`config.mk`:
```
export PLATFORM = sky130hd
export DESIGN_NAME = md_unit_param
export DESIGN_NICKNAME = d
export VERILOG_FILES = /design/src/rtl/md_unit_param.sv
export SDC_FILE = /design/constraint.sdc
export NUM_CORES = 2
export LEC_CHECK = 0
export CORE_MARGIN = 2
export CORE_UTILIZATION = 40
export CTS_CLUSTER_SIZE = 24
export DETAILED_ROUTE_END_ITERATION = 10
export PLACE_DENSITY = 0.55
export SLEW_MARGIN = 20
export SYNTH_ARGS = -nofsm -noshare
export SYNTH_HDL_FRONTEND = slang
export SYNTH_SLANG_ARGS = --single-unit
export TNS_END_PERCENT = 10
```
`constraint.sdc`:
```
create_clock -name clk -period 9.8 [get_ports clk]
set_input_delay 1.47 -clock clk [delete_from_list [all_inputs] [get_ports clk]]
set_output_delay 1.47 -clock clk [all_outputs]
set_load 0.02 [all_outputs]
```
`src/rtl/md_unit_param.sv`:
```
`default_nettype none
// +----------------------------------------------------------------------------+
// | md_unit_param: parametrised HI/LO multiply/divide unit for the E stage.     |
// | Optional macro MD_FAST_DIV_EN selects a behavioural fixed-latency divider.  |
// | Revision: 1.0 - initial release                                            |
// +----------------------------------------------------------------------------+
module md_unit_param #(
  parameter int WIDTH   = 32,
  parameter int MUL_LAT = 5,
  parameter int DIV_LAT = 10
) (
  input  logic             clk,
  input  logic             reset,
  input  logic             req,
  input  logic [3:0]       md_sel,
  input  logic [WIDTH-1:0] d1,
  input  logic [WIDTH-1:0] d2,
  output logic             md_busy,
  output logic             md_stall,
  output logic [WIDTH-1:0] md_out
);

  localparam int c_lat_max = (WIDTH > MUL_LAT) ? ((WIDTH > DIV_LAT) ? WIDTH : DIV_LAT)
                                               : ((MUL_LAT > DIV_LAT) ? MUL_LAT : DIV_LAT);
  localparam int c_cw = $clog2(c_lat_max + 1);
  localparam logic [c_cw-1:0] c_mul_cnt = c_cw'(MUL_LAT);
  localparam logic [c_cw-1:0] c_one     = c_cw'(1);
`ifdef MD_FAST_DIV_EN
  localparam logic [c_cw-1:0] c_div_cnt = c_cw'(DIV_LAT);
`else
  localparam logic [c_cw-1:0] c_div_cnt = c_cw'(WIDTH);
`endif

  localparam logic [3:0] c_op_mult  = 4'd1;
  localparam logic [3:0] c_op_multu = 4'd2;
  localparam logic [3:0] c_op_div   = 4'd3;
  localparam logic [3:0] c_op_divu  = 4'd4;
  localparam logic [3:0] c_op_mfhi  = 4'd5;
  localparam logic [3:0] c_op_mflo  = 4'd6;
  localparam logic [3:0] c_op_mthi  = 4'd7;
  localparam logic [3:0] c_op_mtlo  = 4'd8;
  localparam logic [3:0] c_op_madd  = 4'd9;
  localparam logic [3:0] c_op_maddu = 4'd10;
  localparam logic [3:0] c_op_msub  = 4'd11;
  localparam logic [3:0] c_op_msubu = 4'd12;

  typedef enum logic [1:0] {
    S_IDLE = 2'd0,
    S_MUL  = 2'd1,
    S_DIV  = 2'd2,
    S_FIX  = 2'd3
  } state_t;

  state_t r_state, w_state_nxt;

  logic [WIDTH-1:0]   r_hi, r_lo;
  logic [2*WIDTH-1:0] r_tmp;
  logic [c_cw-1:0]    r_cnt;
  logic               r_busy;

  logic w_accept, w_is_mul, w_is_div, w_signed, w_last, w_dz, w_d1_neg;

  assign w_accept = (r_state == S_IDLE) && !req;
  assign w_last   = (r_cnt == c_one);
  assign w_dz     = (d2 == '0);
  assign w_d1_neg = w_signed & d1[WIDTH-1];

  always_comb begin
    w_is_mul = 1'b0;
    w_is_div = 1'b0;
    w_signed = 1'b0;
    case (md_sel)
      c_op_mult:  begin w_is_mul = 1'b1; w_signed = 1'b1; end
      c_op_multu: w_is_mul = 1'b1;
      c_op_div:   begin w_is_div = 1'b1; w_signed = 1'b1; end
      c_op_divu:  w_is_div = 1'b1;
      c_op_madd:  begin w_is_mul = 1'b1; w_signed = 1'b1; end
      c_op_maddu: w_is_mul = 1'b1;
      c_op_msub:  begin w_is_mul = 1'b1; w_signed = 1'b1; end
      c_op_msubu: w_is_mul = 1'b1;
      default:    ;
    endcase
  end

  // Sign/zero-extend to 2*WIDTH so one unsigned multiplier serves both flavours.
  logic [2*WIDTH-1:0] w_ext1, w_ext2, w_prod, w_hilo, w_mul_res;
  assign w_ext1 = {{WIDTH{w_d1_neg}}, d1};
  assign w_ext2 = {{WIDTH{w_signed & d2[WIDTH-1]}}, d2};
  assign w_prod = w_ext1 * w_ext2;
  assign w_hilo = {r_hi, r_lo};

  always_comb begin
    w_mul_res = w_prod;
    case (md_sel)
      c_op_madd, c_op_maddu: w_mul_res = w_hilo + w_prod;
      c_op_msub, c_op_msubu: w_mul_res = w_hilo - w_prod;
      default:               ;
    endcase
  end

`ifdef MD_FAST_DIV_EN
  // Substitute a safe divisor so the behavioural operators never see /0 or MIN/-1.
  logic               w_ovf;
  logic [WIDTH-1:0]   w_dvs_safe, w_uq, w_ur, w_q, w_r;
  logic signed [WIDTH-1:0] w_sq, w_sr;

  assign w_ovf      = w_signed && (d1 == {1'b1, {(WIDTH-1){1'b0}}}) && (d2 == '1);
  assign w_dvs_safe = (w_dz || w_ovf) ? {{(WIDTH-1){1'b0}}, 1'b1} : d2;
  assign w_sq       = $signed(d1) / $signed(w_dvs_safe);
  assign w_sr       = $signed(d1) % $signed(w_dvs_safe);
  assign w_uq       = d1 / w_dvs_safe;
  assign w_ur       = d1 % w_dvs_safe;

  always_comb begin
    w_q = w_uq;
    w_r = w_ur;
    if (w_dz) begin
      w_q = '1;
      w_r = d1;
    end else if (w_ovf) begin
      w_q = d1;
      w_r = '0;
    end else if (w_signed) begin
      w_q = w_sq;
      w_r = w_sr;
    end
  end
`else
  // r_tmp holds {remainder, dividend/quotient}; quotient bits shift in at the LSB.
  logic             r_q_neg, r_r_neg;
  logic [WIDTH-1:0] r_dvs, w_dividend, w_divisor;
  logic [WIDTH:0]   w_shift, w_diff;
  logic             w_ge;

  assign w_dividend = (w_d1_neg && !w_dz) ? -d1 : d1;
  assign w_divisor  = (w_signed && d2[WIDTH-1]) ? -d2 : d2;
  assign w_shift    = {r_tmp[2*WIDTH-1:WIDTH], r_tmp[WIDTH-1]};
  assign w_diff     = w_shift - {1'b0, r_dvs};
  assign w_ge       = ~w_diff[WIDTH];
`endif

  always_comb begin
    w_state_nxt = r_state;
    case (r_state)
      S_IDLE: begin
        if (w_accept && w_is_mul)      w_state_nxt = S_MUL;
        else if (w_accept && w_is_div) w_state_nxt = S_DIV;
      end
      S_MUL: if (w_last) w_state_nxt = S_IDLE;
`ifdef MD_FAST_DIV_EN
      S_DIV: if (w_last) w_state_nxt = S_IDLE;
`else
      S_DIV: if (w_last) w_state_nxt = S_FIX;
`endif
      S_FIX:   w_state_nxt = S_IDLE;
      default: w_state_nxt = S_IDLE;
    endcase
  end

  always_ff @(posedge clk or negedge reset) begin
    if (!reset) begin
      r_state <= S_IDLE;
      r_busy  <= 1'b0;
    end else begin
      r_state <= w_state_nxt;
      r_busy  <= (w_state_nxt != S_IDLE);
    end
  end

  always_ff @(posedge clk or negedge reset) begin
    if (!reset) begin
      r_hi    <= '0;
      r_lo    <= '0;
      r_tmp   <= '0;
      r_cnt   <= '0;
`ifndef MD_FAST_DIV_EN
      r_dvs   <= '0;
      r_q_neg <= 1'b0;
      r_r_neg <= 1'b0;
`endif
    end else begin
      case (r_state)
        S_IDLE: begin
          if (w_accept) begin
            if (w_is_mul) begin
              r_tmp <= w_mul_res;
              r_cnt <= c_mul_cnt;
            end else if (w_is_div) begin
              r_cnt <= c_div_cnt;
`ifdef MD_FAST_DIV_EN
              r_tmp <= {w_r, w_q};
`else
              // Divide by zero keeps the raw dividend and skips sign fixup.
              r_tmp   <= {{WIDTH{1'b0}}, w_dividend};
              r_dvs   <= w_divisor;
              r_q_neg <= !w_dz && (w_d1_neg ^ (w_signed & d2[WIDTH-1]));
              r_r_neg <= !w_dz && w_d1_neg;
`endif
            end else if (md_sel == c_op_mthi) begin
              r_hi <= d1;
            end else if (md_sel == c_op_mtlo) begin
              r_lo <= d1;
            end
          end
        end
        S_MUL: begin
          r_cnt <= r_cnt - c_one;
          if (w_last) {r_hi, r_lo} <= r_tmp;
        end
        S_DIV: begin
          r_cnt <= r_cnt - c_one;
`ifdef MD_FAST_DIV_EN
          if (w_last) {r_hi, r_lo} <= r_tmp;
`else
          r_tmp[2*WIDTH-1:WIDTH] <= w_ge ? w_diff[WIDTH-1:0] : w_shift[WIDTH-1:0];
          r_tmp[WIDTH-1:0]       <= {r_tmp[WIDTH-2:0], w_ge};
`endif
        end
        S_FIX: begin
`ifndef MD_FAST_DIV_EN
          r_lo <= r_q_neg ? -r_tmp[WIDTH-1:0] : r_tmp[WIDTH-1:0];
          r_hi <= r_r_neg ? -r_tmp[2*WIDTH-1:WIDTH] : r_tmp[2*WIDTH-1:WIDTH];
`endif
        end
        default: ;
      endcase
    end
  end

  assign md_busy  = r_busy;
  assign md_stall = r_busy & (md_sel != 4'd0);

  always_comb begin
    md_out = '0;
    case (md_sel)
      c_op_mfhi: md_out = r_hi;
      c_op_mflo: md_out = r_lo;
      default:   ;
    endcase
  end

endmodule
`default_nettype wire

```
### Yosys cells after proc, flatten, opt, wreduce, memory -nomap -nowiden

Cells that the tools add are included.

| operators by class | value |
|---|---|
| add/sub/neg operators | 8 |
| eq/ne operators | 24 |
| bitwise gates (word level) | 6 |
| muxes and demuxes | 36 |
| $lt $le $gt $ge | 0 |
| shifts and indexed selects | 0 |
| multiply operators | 1 |
| reduce and logical (&&, ||, !) cells | 26 |
| div/mod/pow operators | 0 |

Operators by type and width:

| operator | number |
|---|---|
| two-way mux 32 bit | 16 |
| one-hot mux 64 bit (2 select lines) | 2 |
| two-way mux 64 bit | 3 |
| one-hot mux 32 bit (3 select lines) | 2 |
| negator 32 bit | 4 |
| adder 64 bit | 1 |
| multiplier 33 x 33 -> 64 bit | 1 |
| one-hot mux 32 bit (2 select lines) | 1 |
| subtractor 64 bit | 1 |
| subtractor 33 x 32 -> 33 bit | 1 |
| logical NOT 32 bit | 1 |
| == test 4 bit (second input constant) | 5 |
| two-way mux 6 bit | 3 |
| == test 4 x 3 -> 1 bit (second input constant) | 4 |
| one-hot mux 6 bit (2 select lines) | 1 |
| inequality test 2 bit (second input constant) | 5 |
| == test 4 x 2 -> 1 bit (second input constant) | 2 |
| two-way mux 2 bit | 4 |
| one-hot mux 2 bit (4 select lines) | 1 |
| OR reduction 2 bit | 4 |
| AND reduction 7 bit | 1 |
| == test 6 x 1 -> 1 bit (second input constant) | 1 |
| logical AND 1 bit | 6 |
| AND reduction 3 bit | 2 |
| 19 further kinds | 29 |

| storage, ports and cells | value |
|---|---|
| input port bits | 71 |
| memory bits (read-only) | 0 |
| memory bits (writable) | 0 |
| latch bits | 0 |
| output and inout bits | 34 |
| register bits after elaboration | 171 |
| memories kept | 0 |
| logic and storage cells | 110 |

### Logic depth before layout (Yosys ltp)

| logic depth | value |
|---|---|
| depth after elaboration | 10 |
| depth in mapped cells | 48 |
| depth with buffers taken out | 45 |

### Worst setup path after synthesis

No wires, ideal clock.

| timing | value |
|---|---|
| path kind | input port to flip-flop |
| start | in md_sel[0] |
| end | reg r_tmp[57] |
| arrival | 11.831 ns |
| path buffers | 3 |
| required time | 9.667 ns |
| slack | -2.164 ns |
| setup time | 0.133 ns |
| stages on the path | 40 |
| cell sequence | inv_1 nor2_1 and2_1 clkbuf_1 nand2_1 inv_1 fa_1 fa_1 fa_1 inv_1 fa_1 fa_1 fa_1 fa_1 fa_1 inv_1 ha_1 clkbuf_1 [... 4 more ...] or3_1 xor2_1 a211oi_1 nand4_1 or4b_4 nor4_2 nor2_1 xnor2_1 ha_1 clkbuf_1 o21a_1 o211ai_1 or3_1 o211ai_1 a31oi_1 xnor2_1 a221oi_1 o21ai_0 |

| on the way | value |
|---|---|
| word-level cells in the longest chain between the ends | 10 |
| elaborated cells on any way between the ends | 27 |
| those cells by class | add/sub: 2; mul: 1; eq/ne: 9; mux: 7; bitwise: 2; reduce/logical: 6 |

Ends and longest elaborated chain:

| element | RTL line | source |
|---|---|---|
| from (decl) | 15 | `input logic [3:0] md_sel,` |
| == test 4 bit, or another cell as far along | 72, 94 |  |
| OR reduction 4 bit (no source line) | - |  |
| two-way mux 1 bit | 72 | `case (md_sel)` |
| bitwise AND 1 bit, on equally long branches | 66, 88 |  |
| multiplier 33 x 33 -> 64 bit | 89 | `assign w_prod = w_ext1 * w_ext2;` |
| subtractor 64 bit / adder 64 bit (equally long branches) | 96, 95 |  |
| one-hot mux 64 bit (2 select lines) | 94 | `case (md_sel)` |
| two-way mux 64 bit | 185 | `if (w_is_mul) begin` |
| two-way mux 64 bit | 184 | `if (w_accept) begin` |
| one-hot mux 64 bit (2 select lines) | 182 | `case (r_state)` |
| to (signal assigned) | 186 | `r_tmp <= w_mul_res;` |
| to (signal assigned) | 194 | `r_tmp <= {{WIDTH{1'b0}}, w_dividend};` |
| to (signal, indexed assignment) | 215 | `r_tmp[2*WIDTH-1:WIDTH] <= w_ge ? w_diff[WIDTH-1:0] : w_shift[WIDTH-1:0];` |
| to (decl) | 57 | `logic [2*WIDTH-1:0] r_tmp;` |

Several ways; a longest one is shown, not always the timed one. The select of a mux whose other input is x is not followed.
A chain may end at the register's enable or synchronous reset.

### Worst setup path in the final report

| timing | value |
|---|---|
| start | in md_sel[0] |
| end | reg r_tmp[63] |

Same word-level chain as after synthesis.

==> out/qor.yml <==
status: "finished with violations"
violations: "setup timing"
syn_nets: 8231
core.rowCount: 138
drv_slew: 0
grt_pass1_wl_um: 325000
die_area_mm2: 0.145
wirelength_um: 209000
root_buffer: "clkbuf_16"
setup_ws_ns: -1.59
drt_pre_antenna_iters: 5
vias: 49800
cpMaxStageDelayCell: "fa_2"
setup_viol: 46
synth_top_family_by_area: "adder cells"
synthSimpleGateAreaFrac: 0.159
area_growth_syn_to_layout_pct: 22.8
fin_util: 0.493
cts_made_buffers: 17
fin_nets: 8989
hp-start: "r_dvs[28]$_DFFE_PN0P_"
yosys.area.top_type_share: 0.398
slowest_delay_ns: 0.60
crit_fanout: 5
antenna_found_initial: 11
synth_common_cells: "inv_1 (1167), fa_1 (1127), nand2_1 (1095)"
clock-sinks: 171
syn_avg_cell_area_um2: 8.44
clk_pin_slew_worst_paths_ns: 0.07
yosysMostFrequentCell: "inv_1"
reg2reg_slack_ns: 4.45
gp_congestion: 0.979
gr-total-overflow: 0
crit_type: "primary input to register"
synth_cells: 6715
ys_ff_latch: 171
via_per_inst: 5.31
clockBufferDepth: 2
grt_max_degree: 77
max_freq_ghz: 0.0878
ant_nets: 0
yosysSeqAreaShare: 0.0755
cap_violations: 0
yosys.area_share.xor_xnor: 0.0503
synth_area_leader_cell: "fa_1"
insertion_delay_ns: 0.47
dp_hpwl_um: 177000
yosys_most_used_dff: "dfrtp_1"
ios: 105
cts_tree: "built"
required_ns: 10.18
synth_fa_ha_area_frac: 0.468
place_ws_ns: -2.73
cts-hold-fix-buffers: 0
worst_hold_path_type: "register to register"
portBuffers: 104
muxShareOfSynthArea: 0.00631
dieWidth_um: 380
crit_top_cell: "fa_1"
n_fill_cell: 13600
min_period_ns: 11.39
drive_gt1_frac: 0.204
drt_iter0_drc: 3938
fin_crit_sh: 1.16
core_mm2: 0.141
synth_compound_area_frac: 0.134
h-tree-depth: 4
setup.worst_path.start: "md_sel[0]"
wl_per_cell_um: 22.3
clock_skew_ns: 0.0138
cp.arrival_ns: 11.77
rsz0062_at_grt: "true"
finalHoldViolations: 0
grt_pass1_vias: 52600
max_slew_margin: 0.201
cp-start-kind: "primary input"
syn_area_mm2: 0.0567
tightest_slew_ns: 1.19
grt_util_all_layers: 0.293
synth_edf_count: 0
synthTopCellsByArea: "fa_1 (40%), inv_1 (7.7%), dfrtp_1 (7.6%), nand2_1 (7.3%), ha_1 (7.0%)"
drc_errors: 0
ys_warn_count: 0
end_kind: "register"
placedCellCount: 9252
start_util: 0.402
synth_cell_types: 99
r2r-start: "r_tmp[31]$_DFFE_PN0P_"
fp.dieH_um: 380
synthArstFlopShare: 1.00
final_cells: 9378
## routing by layer
metal	up-vias	GRT usage	part of all wire
li1	22600	-	-
met1	25400	0.405	0.44
met2	1500	0.480	0.47
met3	267	0.0332	0.056
met4	6	0.0944	0.036
met5	-	0	0.00016
## what timing repair did
action                                  CTS  global route
cloned                                    3             0
buffers inserted                         78            14
gates resized for setup                 379            77
endpoints found under the setup margin   51            51
pin swaps                               235            68
## metrics by stage
stage | area (um^2) | TNS, ns | hold slack (ns)
after detailed placement | 66500 | -106.07 | 0.470
after global routing | 69600 | -68.65 | 0.497
after CTS | 69200 | -48.60 | 0.486
after floorplan | 57800 | -32.90 | 0.450
final | 69600 | -50.48 | 0.479
after global placement | 66500 | -105.29 | 0.453
## cell usage in the layout (no fill, tap or decap), types with 21 or more instances in the layout
| master | n |
|---|---|
| a211oi_1 | 60 |
| nand2_1 | 1072 |
| ha_1 | 284 |
| buf_2 | 27 |
| o31ai_1 | 42 |
| a21oi_1 | 257 |
| o21a_1 | 30 |
| buf_4 | 979 |
| clkdlybuf4s50_1 | 42 |
| xnor2_1 | 195 |
| a21oi_2 | 38 |
| inv_1 | 1149 |
| nor3_1 | 41 |
| and3_1 | 34 |
| mux2i_1 | 29 |
| and2_1 | 269 |
| o211ai_1 | 22 |
| fa_1 | 1091 |
| ha_4 | 23 |
| dfrtp_1 | 171 |
| a31oi_1 | 32 |
| a21o_1 | 95 |
| or3_1 | 28 |
| nor2b_1 | 21 |
| nand4_1 | 31 |
| a22o_1 | 83 |
| nand3_1 | 45 |
| o21ai_1 | 39 |
| o21ai_0 | 254 |
| buf_6 | 56 |
| fa_2 | 36 |
| nand2b_1 | 36 |
| xor2_1 | 112 |
| buf_12 | 51 |
| nor2_1 | 205 |
## cells by family (layout without fill, tap and decap cells)
kind of cell    after synthesis  in the layout
simple gates               1958           1958
buf+inv                    1602           2373
fa+ha+maj                  1445           1445
compound gates             1180           1180
xor+xnor                    324            324
flops                       171            171
mux                          35             35
other cells                   0              2
## worst paths after layout
path / end / cells past startpoint
worst min register to register: r_dvs[28]$_DFFE_PN0P_ / 2
worst max-delay path: r_tmp[63]$_DFFE_PN0P_ / 45
min in group asynchronous: r_lo[8]$_DFFE_PN0P_ / 1
max in group asynchronous: r_tmp[57]$_DFFE_PN0P_ / 2
worst min-delay path: r_dvs[28]$_DFFE_PN0P_ / 2
worst max register to register: r_tmp[57]$_DFFE_PN0P_ / 18
## flip-flops by register name, summed over array words and instances, names as in the netlist
name,count
r_r_neg,1
r_dvs,32
r_state,2
r_cnt,6
md_busy,1
r_q_neg,1
r_tmp,64
r_hi,32
r_lo,32
## worst max-delay path, delay by kind of cell
family / cells / cell delay, ns
adder cells (fa/ha/maj): 10 / 4.81
buffers and inverters: 11 / 1.07
AND/OR/NAND/NOR: 12 / 2.47
AO/OA/AOI/OAI: 9 / 1.56
XOR/XNOR: 3 / 0.39
## layout make-up
type / count / area, um^2 / area share
antenna: 2 / 5.00 / 0.0000719
clock buffer: 18 / 429 / 0.00617
clock inverter: 14 / 136 / 0.00196
inverter: 1168 / 4390 / 0.0631
multi-input combinational: 4942 / 48100 / 0.692
sequential: 171 / 4280 / 0.0615
tap: 1890 / 2360 / 0.0340
timing repair buffer: 1173 / 9850 / 0.142
Power is not shown: default switching activity piles up to over one toggle a cycle in this logic, so the estimate is an artifact.
